`src/rtl/tpc_pkg.sv`:
```
// Shared types, default timing and sensor helpers for the traffic phase controller.
package tpc_pkg;

  typedef enum logic [1:0] {
    ST_GREEN,
    ST_YELLOW,
    ST_ALL_RED
  } tpc_state_e;

  localparam int DEF_NUM_PHASES   = 4;
  localparam int DEF_LANES        = 4;
  localparam int DEF_CNT_W        = 5;
  localparam int DEF_GREEN_TIME   = 20;
  localparam int DEF_YELLOW_TIME  = 3;
  localparam int DEF_ALL_RED_TIME = 1;
  localparam int DEF_IDLE_DIV     = 2;

  // Upper bound on NUM_PHASES*LANES; the sensor bus is zero-padded to this width.
  localparam int unsigned LANE_BUS_W = 256;

  function automatic logic phase_has_car(input logic [LANE_BUS_W-1:0] bus,
                                         input int unsigned p,
                                         input int unsigned lanes);
    logic any;
    any = 1'b0;
    for (int unsigned l = 0; l < LANE_BUS_W; l++) begin
      if (l < lanes && (p * lanes + l) < LANE_BUS_W) begin
        any = any | bus[p * lanes + l];
      end
    end
    return any;
  endfunction

endpackage

```
`src/rtl/tpc_rr_pick.sv`:
```
// Round-robin picker: first set request at or after start, wrapping at N-1.
module tpc_rr_pick #(
  parameter int N = 4,
  parameter int W = 2
) (
  input  logic [N-1:0] req,
  input  logic [W-1:0] start,
  output logic         found,
  output logic [W-1:0] idx
);

  int unsigned c;

  always_comb begin
    found = 1'b0;
    idx   = start;
    c     = 0;
    for (int unsigned i = 0; i < N; i++) begin
      c = int'(start) + i;
      if (c >= N) begin
        c = c - N;
      end
      if (!found && req[c]) begin
        found = 1'b1;
        idx   = W'(c);
      end
    end
  end

endmodule

```
`src/rtl/traffic_phase_ctrl.sv`:
```
// Multi-phase intersection controller: round-robin GREEN/YELLOW/ALL_RED service
// of demanded phases, idle-rate green timing and emergency preemption.
module traffic_phase_ctrl
  import tpc_pkg::*;
#(
  parameter int NUM_PHASES   = DEF_NUM_PHASES,
  parameter int LANES        = DEF_LANES,
  parameter int CNT_W        = DEF_CNT_W,
  parameter int GREEN_TIME   = DEF_GREEN_TIME,
  parameter int YELLOW_TIME  = DEF_YELLOW_TIME,
  parameter int ALL_RED_TIME = DEF_ALL_RED_TIME,
  parameter int IDLE_DIV     = DEF_IDLE_DIV,
  parameter int PH_W         = (NUM_PHASES > 2) ? $clog2(NUM_PHASES) : 1
) (
  input  logic                        clk,
  input  logic                        rst,
  input  logic [NUM_PHASES*LANES-1:0] cars,
  input  logic                        preempt,
  input  logic [PH_W-1:0]             preempt_phase,
  output logic [NUM_PHASES-1:0]       green,
  output logic [NUM_PHASES-1:0]       yellow,
  output logic [NUM_PHASES-1:0]       red,
  output logic [CNT_W-1:0]            count_down,
  output logic [PH_W-1:0]             active_phase,
  output logic [NUM_PHASES-1:0]       demand
);

  localparam int PS_W = (IDLE_DIV > 1) ? $clog2(IDLE_DIV) : 1;

  localparam logic [CNT_W-1:0]      GREEN_LD  = CNT_W'(GREEN_TIME);
  localparam logic [CNT_W-1:0]      YELLOW_LD = CNT_W'(YELLOW_TIME);
  localparam logic [CNT_W-1:0]      ALLRED_LD = CNT_W'(ALL_RED_TIME);
  localparam logic [CNT_W-1:0]      CNT_ONE   = CNT_W'(1);
  localparam logic [PS_W-1:0]       PS_LAST   = PS_W'(IDLE_DIV - 1);
  localparam logic [NUM_PHASES-1:0] PH0_OH    = NUM_PHASES'(1);

  tpc_state_e state, state_n;

  logic [PH_W-1:0]       phase_n;
  logic [PH_W-1:0]       start_idx;
  logic [PH_W-1:0]       pick_idx;
  logic [PH_W-1:0]       next_phase;
  logic                  pick_found;
  logic [CNT_W-1:0]      count_n;
  logic [PS_W-1:0]       prescaler, presc_n;
  logic [NUM_PHASES-1:0] demand_n;
  logic [NUM_PHASES-1:0] car_any;
  logic [NUM_PHASES-1:0] act_oh;
  logic [NUM_PHASES-1:0] next_oh;
  logic [NUM_PHASES-1:0] clr_oh;
  logic [NUM_PHASES-1:0] own_mask;
  logic                  pre_valid, pre_other, pre_self;
  logic                  competing, tick;
  logic [LANE_BUS_W-1:0] lane_bus;

  always_comb begin
    lane_bus                       = '0;
    lane_bus[NUM_PHASES*LANES-1:0] = cars;
    car_any                        = '0;
    for (int unsigned p = 0; p < NUM_PHASES; p++) begin
      car_any[p] = phase_has_car(lane_bus, p, LANES);
    end
  end

  always_comb begin
    act_oh    = PH0_OH << active_phase;
    pre_valid = preempt && (int'(preempt_phase) < NUM_PHASES);
    pre_other = pre_valid && (preempt_phase != active_phase);
    pre_self  = pre_valid && (preempt_phase == active_phase);
    competing = (|(demand & ~act_oh)) || pre_other;
    start_idx = (int'(active_phase) == NUM_PHASES - 1) ? '0 : active_phase + PH_W'(1);
  end

  // Searching from active+1 leaves the active phase's own demand for last.
  tpc_rr_pick #(
    .N (NUM_PHASES),
    .W (PH_W)
  ) u_pick (
    .req   (demand),
    .start (start_idx),
    .found (pick_found),
    .idx   (pick_idx)
  );

  always_comb begin
    if (pre_valid) begin
      next_phase = preempt_phase;
    end else if (pick_found) begin
      next_phase = pick_idx;
    end else begin
      next_phase = start_idx;
    end
    next_oh = PH0_OH << next_phase;
  end

  always_comb begin
    state_n = state;
    phase_n = active_phase;
    count_n = count_down;
    presc_n = prescaler;
    clr_oh  = '0;
    tick    = 1'b0;
    unique case (state)
      ST_GREEN: begin
        if (pre_other) begin
          state_n = ST_YELLOW;
          count_n = YELLOW_LD;
          presc_n = '0;
        end else if (!pre_self) begin
          if (competing || prescaler == PS_LAST) begin
            tick    = 1'b1;
            presc_n = '0;
          end else begin
            presc_n = prescaler + PS_W'(1);
          end
          if (tick) begin
            if (count_down > CNT_ONE) begin
              count_n = count_down - CNT_ONE;
            end else begin
              state_n = ST_YELLOW;
              count_n = YELLOW_LD;
            end
          end
        end
      end
      ST_YELLOW: begin
        presc_n = '0;
        if (count_down > CNT_ONE) begin
          count_n = count_down - CNT_ONE;
        end else begin
          state_n = ST_ALL_RED;
          count_n = ALLRED_LD;
        end
      end
      ST_ALL_RED: begin
        presc_n = '0;
        if (count_down > CNT_ONE) begin
          count_n = count_down - CNT_ONE;
        end else begin
          state_n = ST_GREEN;
          phase_n = next_phase;
          count_n = GREEN_LD;
          clr_oh  = next_oh;
        end
      end
      default: begin
        state_n = ST_GREEN;
        count_n = GREEN_LD;
        presc_n = '0;
      end
    endcase
  end

  // Clear is applied after set so a phase entering green drops its demand.
  always_comb begin
    own_mask = (state == ST_GREEN) ? act_oh : '0;
    demand_n = (demand | (car_any & ~own_mask)) & ~clr_oh;
  end

  always_ff @(posedge clk) begin
    if (rst) begin
      state        <= ST_GREEN;
      active_phase <= '0;
      count_down   <= GREEN_LD;
      demand       <= '0;
      prescaler    <= '0;
    end else begin
      state        <= state_n;
      active_phase <= phase_n;
      count_down   <= count_n;
      demand       <= demand_n;
      prescaler    <= presc_n;
    end
  end

  always_comb begin
    green  = (state == ST_GREEN)  ? act_oh : '0;
    yellow = (state == ST_YELLOW) ? act_oh : '0;
    red    = ~(green | yellow);
  end

endmodule

```
`config.mk`:
```
export PLATFORM = sky130hd
export DESIGN_NAME = traffic_phase_ctrl
export DESIGN_NICKNAME = d
export VERILOG_FILES = /design/src/rtl/tpc_pkg.sv /design/src/rtl/tpc_rr_pick.sv /design/src/rtl/traffic_phase_ctrl.sv
export SDC_FILE = /design/constraint.sdc
export NUM_CORES = 1
export LEC_CHECK = 0
export ABC_CLOCK_PERIOD_IN_PS = 2700
export CORE_MARGIN = 5
export CORE_UTILIZATION = 44
export DETAILED_ROUTE_END_ITERATION = 10
export PLACE_DENSITY = 0.8
export SETUP_SLACK_MARGIN = 0.5
export SKIP_CTS_REPAIR_TIMING = 1
export SKIP_LAST_GASP = 1
export SYNTH_ARGS = -nofsm -noshare
export SYNTH_HDL_FRONTEND = slang
export SYNTH_HIERARCHICAL = 1
export SYNTH_SLANG_ARGS = --single-unit
export TNS_END_PERCENT = 30
```
`constraint.sdc`:
```
create_clock -name clk -period 2.7 [get_ports clk]
set_input_delay 0.27 -clock clk [delete_from_list [all_inputs] [get_ports clk]]
set_output_delay 0.27 -clock clk [all_outputs]
set_load 0.01 [all_outputs]
```
### Word level (Yosys, flattened, before mapping)

Cells that the tools add are included.

| storage, ports and cells | value |
|---|---|
| register bits after elaboration | 14 |
| input bits | 21 |
| word-level logic and storage cells | 121 |
| output and inout bits | 23 |

| cells by class | value |
|---|---|
| bitwise operators | 23 |
| muxes and demuxes | 46 |
| add/sub/neg operators | 10 |
| order comparisons | 9 |
| shifts and indexed selects | 2 |
| eq/ne operators | 10 |
| reductions and logical operators | 16 |

Operators with widths:

| kind | number |
|---|---|
| 32-bit by 3-bit less-than comparator with 1-bit output (second input constant) | 4 |
| 32-bit two-way mux | 4 |
| 32-bit by 3-bit greater-or-equal comparator with 1-bit output (second input constant) | 3 |
| 32-bit by 3-bit subtractor with 32-bit output (second input constant) | 3 |
| 5-bit two-way mux | 6 |
| 2-bit two-way mux | 13 |
| 4-bit two-way mux | 4 |
| 4-bit inverter | 4 |
| 5-bit one-hot mux with 3 select lines | 1 |
| 1-bit two-way mux | 13 |
| 4-bit AND | 3 |
| 1-bit bitwise OR | 12 |
| 1-bit binary-select mux with 2-bit select | 4 |
| 4-bit bitwise OR | 2 |
| 1-bit by 2-bit left shift with 4-bit output (first input constant) | 2 |
| 2-bit by 2-bit adder with 3-bit output (second input constant) | 2 |
| 3-bit != test (second input constant) | 2 |
| 2-bit one-hot mux with 3 select lines | 1 |
| 5-bit by 1-bit > comparator with 1-bit output (second input constant) | 1 |
| 1-bit logical AND | 5 |
| 5-bit AND reduction | 1 |
| 5-bit by 1-bit subtractor with 5-bit output (second input constant) | 1 |
| 2-bit by 1-bit == test with 1-bit output (second input constant) | 2 |
| 2-bit != test (second input constant) | 2 |
| other kinds (16) | 21 |

### Longest topological paths before layout

| logic depth | value |
|---|---|
| depth in word-level cells | 23 |
| depth in mapped cells | 10 |
| depth with buffers taken out | 10 |

### Cells and area by module

The synthesis kept the hierarchy.

Modules (own cells, without submodules):

| module | instances | area an instance (um^2) | cells each | seq. area each (um^2) |
|---|---|---|---|---|
| traffic_phase_ctrl | 1 | 1064.8 | 134 | 280.3 |
| tpc_rr_pick | 1 | 96.3 | 16 | 0.0 |

### Worst setup path before layout

Ideal clock, no wire load.

| path | value |
|---|---|
| path type | reg2reg |
| start point | register active_phase[0] |
| end point | register active_phase[1] |
| slack | 0.638 ns |
| path buffers | 0 |
| library setup time | 0.130 ns |
| data required time | 2.570 ns |
| cell stages (with the launch flop) | 11 |
| data arrival time | 1.932 ns |
| period minus slack after synthesis | 2.062 ns |
| path through | dfxtp_1 inv_1 ha_1 or3_1 nand4b_1 nand2_1 mux2i_1 o21a_1 nor2_1 a21oi_1 nor2_1 |

| between the ends | value |
|---|---|
| longest elaborated chain between the ends | 18 |
| elaborated cells between the ends (all ways) | 42 |
| those cells by class | add/sub: 8; order compare: 4; eq/ne: 1; mux: 23; reduce/logical: 6 |

RTL lines:

| what | RTL line | source |
|---|---|---|
| start, declared | traffic_phase_ctrl.sv:24 | `output logic [PH_W-1:0] active_phase,` |
| start signal, assigned | traffic_phase_ctrl.sv:169 | `active_phase <= phase_n;` |
| 2-bit by 1-bit adder with 2-bit output / 2-bit by 1-bit == test with 1-bit output (equally long branches) | traffic_phase_ctrl.sv:71 | `start_idx = (int'(active_phase) == NUM_PHASES - 1) ? '0 : active_phase + PH_W'(1);` |
| 2-bit two-way mux * | traffic_phase_ctrl.sv:71 |  |
| named net start_idx[1] | traffic_phase_ctrl.sv:40 | `logic [PH_W-1:0] start_idx;` |
| parallel branches: the longest is 13 deep, another holds 32-bit by 3-bit subtractor with 32-bit output | -- |  |
| 2-bit two-way mux * | tpc_rr_pick.sv:23 | `if (!found && req[c]) begin` |
| named net pick_idx[1] | traffic_phase_ctrl.sv:41 | `logic [PH_W-1:0] pick_idx;` |
| 2-bit two-way mux * | traffic_phase_ctrl.sv:88 | `end else if (pick_found) begin` |
| 2-bit two-way mux * | traffic_phase_ctrl.sv:86 | `if (pre_valid) begin` |

Mark *: on every way through the listed nets, which the timed path passes. The select of a mux whose other input is x is not followed.
A chain may end at the register's enable or synchronous reset.

### Worst setup path in the final report

Ends and elaborated chain as after synthesis.

==> out/qor.yml <==
status: "completed"
numCtsBuffers: 3
drive_gt1_share_pct: 9.896
slew_viol_final: 0
place_inst: 219
setup_viol: 0
core-area_mm2: 0.002500
p_total_mw: 0.6167
diodes: 0
holdPathStages: 2
clk_latency_ns: 0.28
layout.cells.non_filler: 222
critPathBufInv: 1
syn_to_final_growth_pct: 42.03
slew_headroom_pct: 58.98
drc_errors: 0
cp-start-kind: "flop"
drt-total-wl_um: 3517
clock_skew_ns: 0.004412
cts_num_sinks: 14
min_path_type: "reg -> reg"
nets: 221
p_leak_nw: 0.6594
fin_tns_setup_ns: 0
ioPinCount: 44
root_buffer: "clkbuf_4"
cap_violations: 0
numPortBuffers: 43
cp_common_cell: "nor2_1"
grt_pass1_wl_um: 5554
ys_ff_latch: 14
dr.first_iter.drc_count: 50
synth.distinct_cells: 41
min_period_over_period_pct: 80.08
die-area_mm2: 0.003766
place_congestion: 0.9155
grt_use_total_pct: 19.84
vias_per_cell: 5.667
die_h_um: 61.37
multi_input_area_um2: 828.3
syn_area_mm2: 0.001161
cts_tree: "done"
rsz0062_at_grt: "yes"
hpwl_um: 2760
seq_area_frac_synth_pct: 24.14
crit_path_max_fanout: 8
crit_path_top_delay_cell: "dfxtp_4"
synth_edf_count: 0
grt_pass1_vias: 1178
syn-num-nets: 177
area.sequential_um2: 285.3
final_antenna_net_count: 0
critical_path_class: "reg -> reg"
syn_inst: 150
max_freq_ghz: 0.4625
setup_slack_ns: 0.5380
die_w_um: 61.37
worst_ep_required_time_ns: 2.85
cpPeakStageDelay_ns: 0.39
syn_avg_cell_area_um2: 7.741
grt_max_degree: 16
antenna_found_initial: 0
p_per_area_mw_per_mm2: 374.0
wl_per_cell_um: 15.84
hold_ws_ns: 0.4943
critical_path.top_delay_family: "simple AND/OR/NAND/NOR gates"
cp.arrival_ns: 2.31
globalRouteOverflowTotal: 0
via_count: 1258
drt-pass1-iter-count: 4
path_cells: "inv_1, ha_2, or3_1, nand4b_1, nand2_1, mux2i_1, o21a_1, nor2_1, a21oi_1, nor2_1"
clk_pin_slew_ns: 0.08
row_count: 18
start_util_pct: 46.45
critPathCaptureType: "flop"
tightest_slew_ns: 0.6134
synthArstFlopShare_pct: 0
h-tree-depth: 1
pre_cts_slack_ns: 0.4244
cp_num_cells: 10
ir_drop_mv: 0.4705
nFillCells: 221
report.final.hold_viol_count: 0
yosysWarnings: 6
ys.flop_type: "dfxtp_1"
clk_path_buf_depth: 2
reg2reg_depth: 10
fin_crit_ns: 2.162
==> state kept, by name, summed over array words and instances (netlist names) <==
register / flops
active_phase: 2
count_down: 5
demand: 4
prescaler: 1
state: 2
==> layer usage <==
layer / vias up / GRT usage [%] / wire, µm / share of wire (%)
met5: - / 0 / 0 / 0
met1: 583 / 25.95 / 1472 / 42
met3: 6 / 5.241 / 273 / 7.8
met4: 0 / 3.636 / 30 / 0.85
met2: 51 / 33.23 / 1740 / 49
li1: 618 / - / - / -
==> placed cells by master (no fill, tap or decap), drive strengths merged, types with 3 or more instances in the layout <==
master         synthesis  routed
a221oi                 4       4
dfxtp                 14      14
nor2                  22      22
a211oi                 8       8
ha                     6       6
nand2                 11      11
xor2                   3       3
and2                   7       7
clkbuf                 2       3
mux2i                  3       3
nand2b                 8       8
nor3                   4       4
o21ai                  8       8
clkdlybuf4s50          0      43
a21oi                  7       7
nor2b                  4       4
inv                   12      12
==> area by class of cell <==
class	instances	area share, %
Sequential cell	14	17.30
Multi-Input combinational cell	120	50.23
Inverter	12	2.731
Timing Repair Buffer	43	26.10
Tap cell	30	2.276
Clock buffer	3	1.366
==> final timing paths <==
kind	startpoint	endpoint	slack, ns
setup / recovery	active_phase[0]	active_phase[1]	0.54
hold / removal	prescaler	prescaler	0.49
setup reg to reg	active_phase[0]	active_phase[1]	0.54
hold reg to reg	prescaler	prescaler	0.49
==> metrics by stage <==
step,util (%),cell area (µm²)
global route,65.97,1649
detailed placement,64.46,1612
CTS,65.37,1634
floorplan,-,1161
finish,65.97,1649
global placement,64.46,1612
==> cells in the mapped netlist, drive strengths merged (3+ instances only) <==
| cell type | count | area [µm²] |
|---|---|---|
| inv | 12 | 45.04 |
| a221oi | 4 | 47.55 |
| dfxtp | 14 | 280.3 |
| mux2i | 3 | 30.03 |
| a211oi | 8 | 75.08 |
| a21oi | 7 | 35.03 |
| o21ai | 8 | 40.03 |
| nand2 | 11 | 41.29 |
| ha | 6 | 75.07 |
| and2 | 7 | 43.79 |
| nor2 | 22 | 85.09 |
| nor3 | 4 | 20.02 |
| nor2b | 4 | 25.02 |
| xor2 | 3 | 26.28 |
| nand2b | 8 | 50.05 |
==> worst min-delay path: cells and delay by family, from the launching register on <==
kind | cells | cell delay [ns]
DFF | 1 | 0.32
AOI/OAI and AO/OA | 1 | 0.06
and+or+nand+nor | 1 | 0.07
==> cell families after synthesis <==
| logic type | synth area share, % |
|---|---|
| AO/OA/AOI/OAI | 31.14 |
| flip-flops | 24.14 |
| AND/OR/NAND/NOR | 28.02 |
| buffers and inverters | 5.388 |
| adder cells (fa/ha/maj) | 6.465 |
| multiplexers | 2.586 |
| XOR/XNOR | 2.263 |
==> power by group <==
| part | total (mW) | internal (mW) | switching [mW] |
|---|---|---|---|
| registers | 0.257 | 0.225 | 0.0318 |
| clock network | 0.117 | 0.0518 | 0.0649 |
| logic | 0.243 | 0.127 | 0.116 |
No activity file was read; power rests on OpenSTA's default activity.
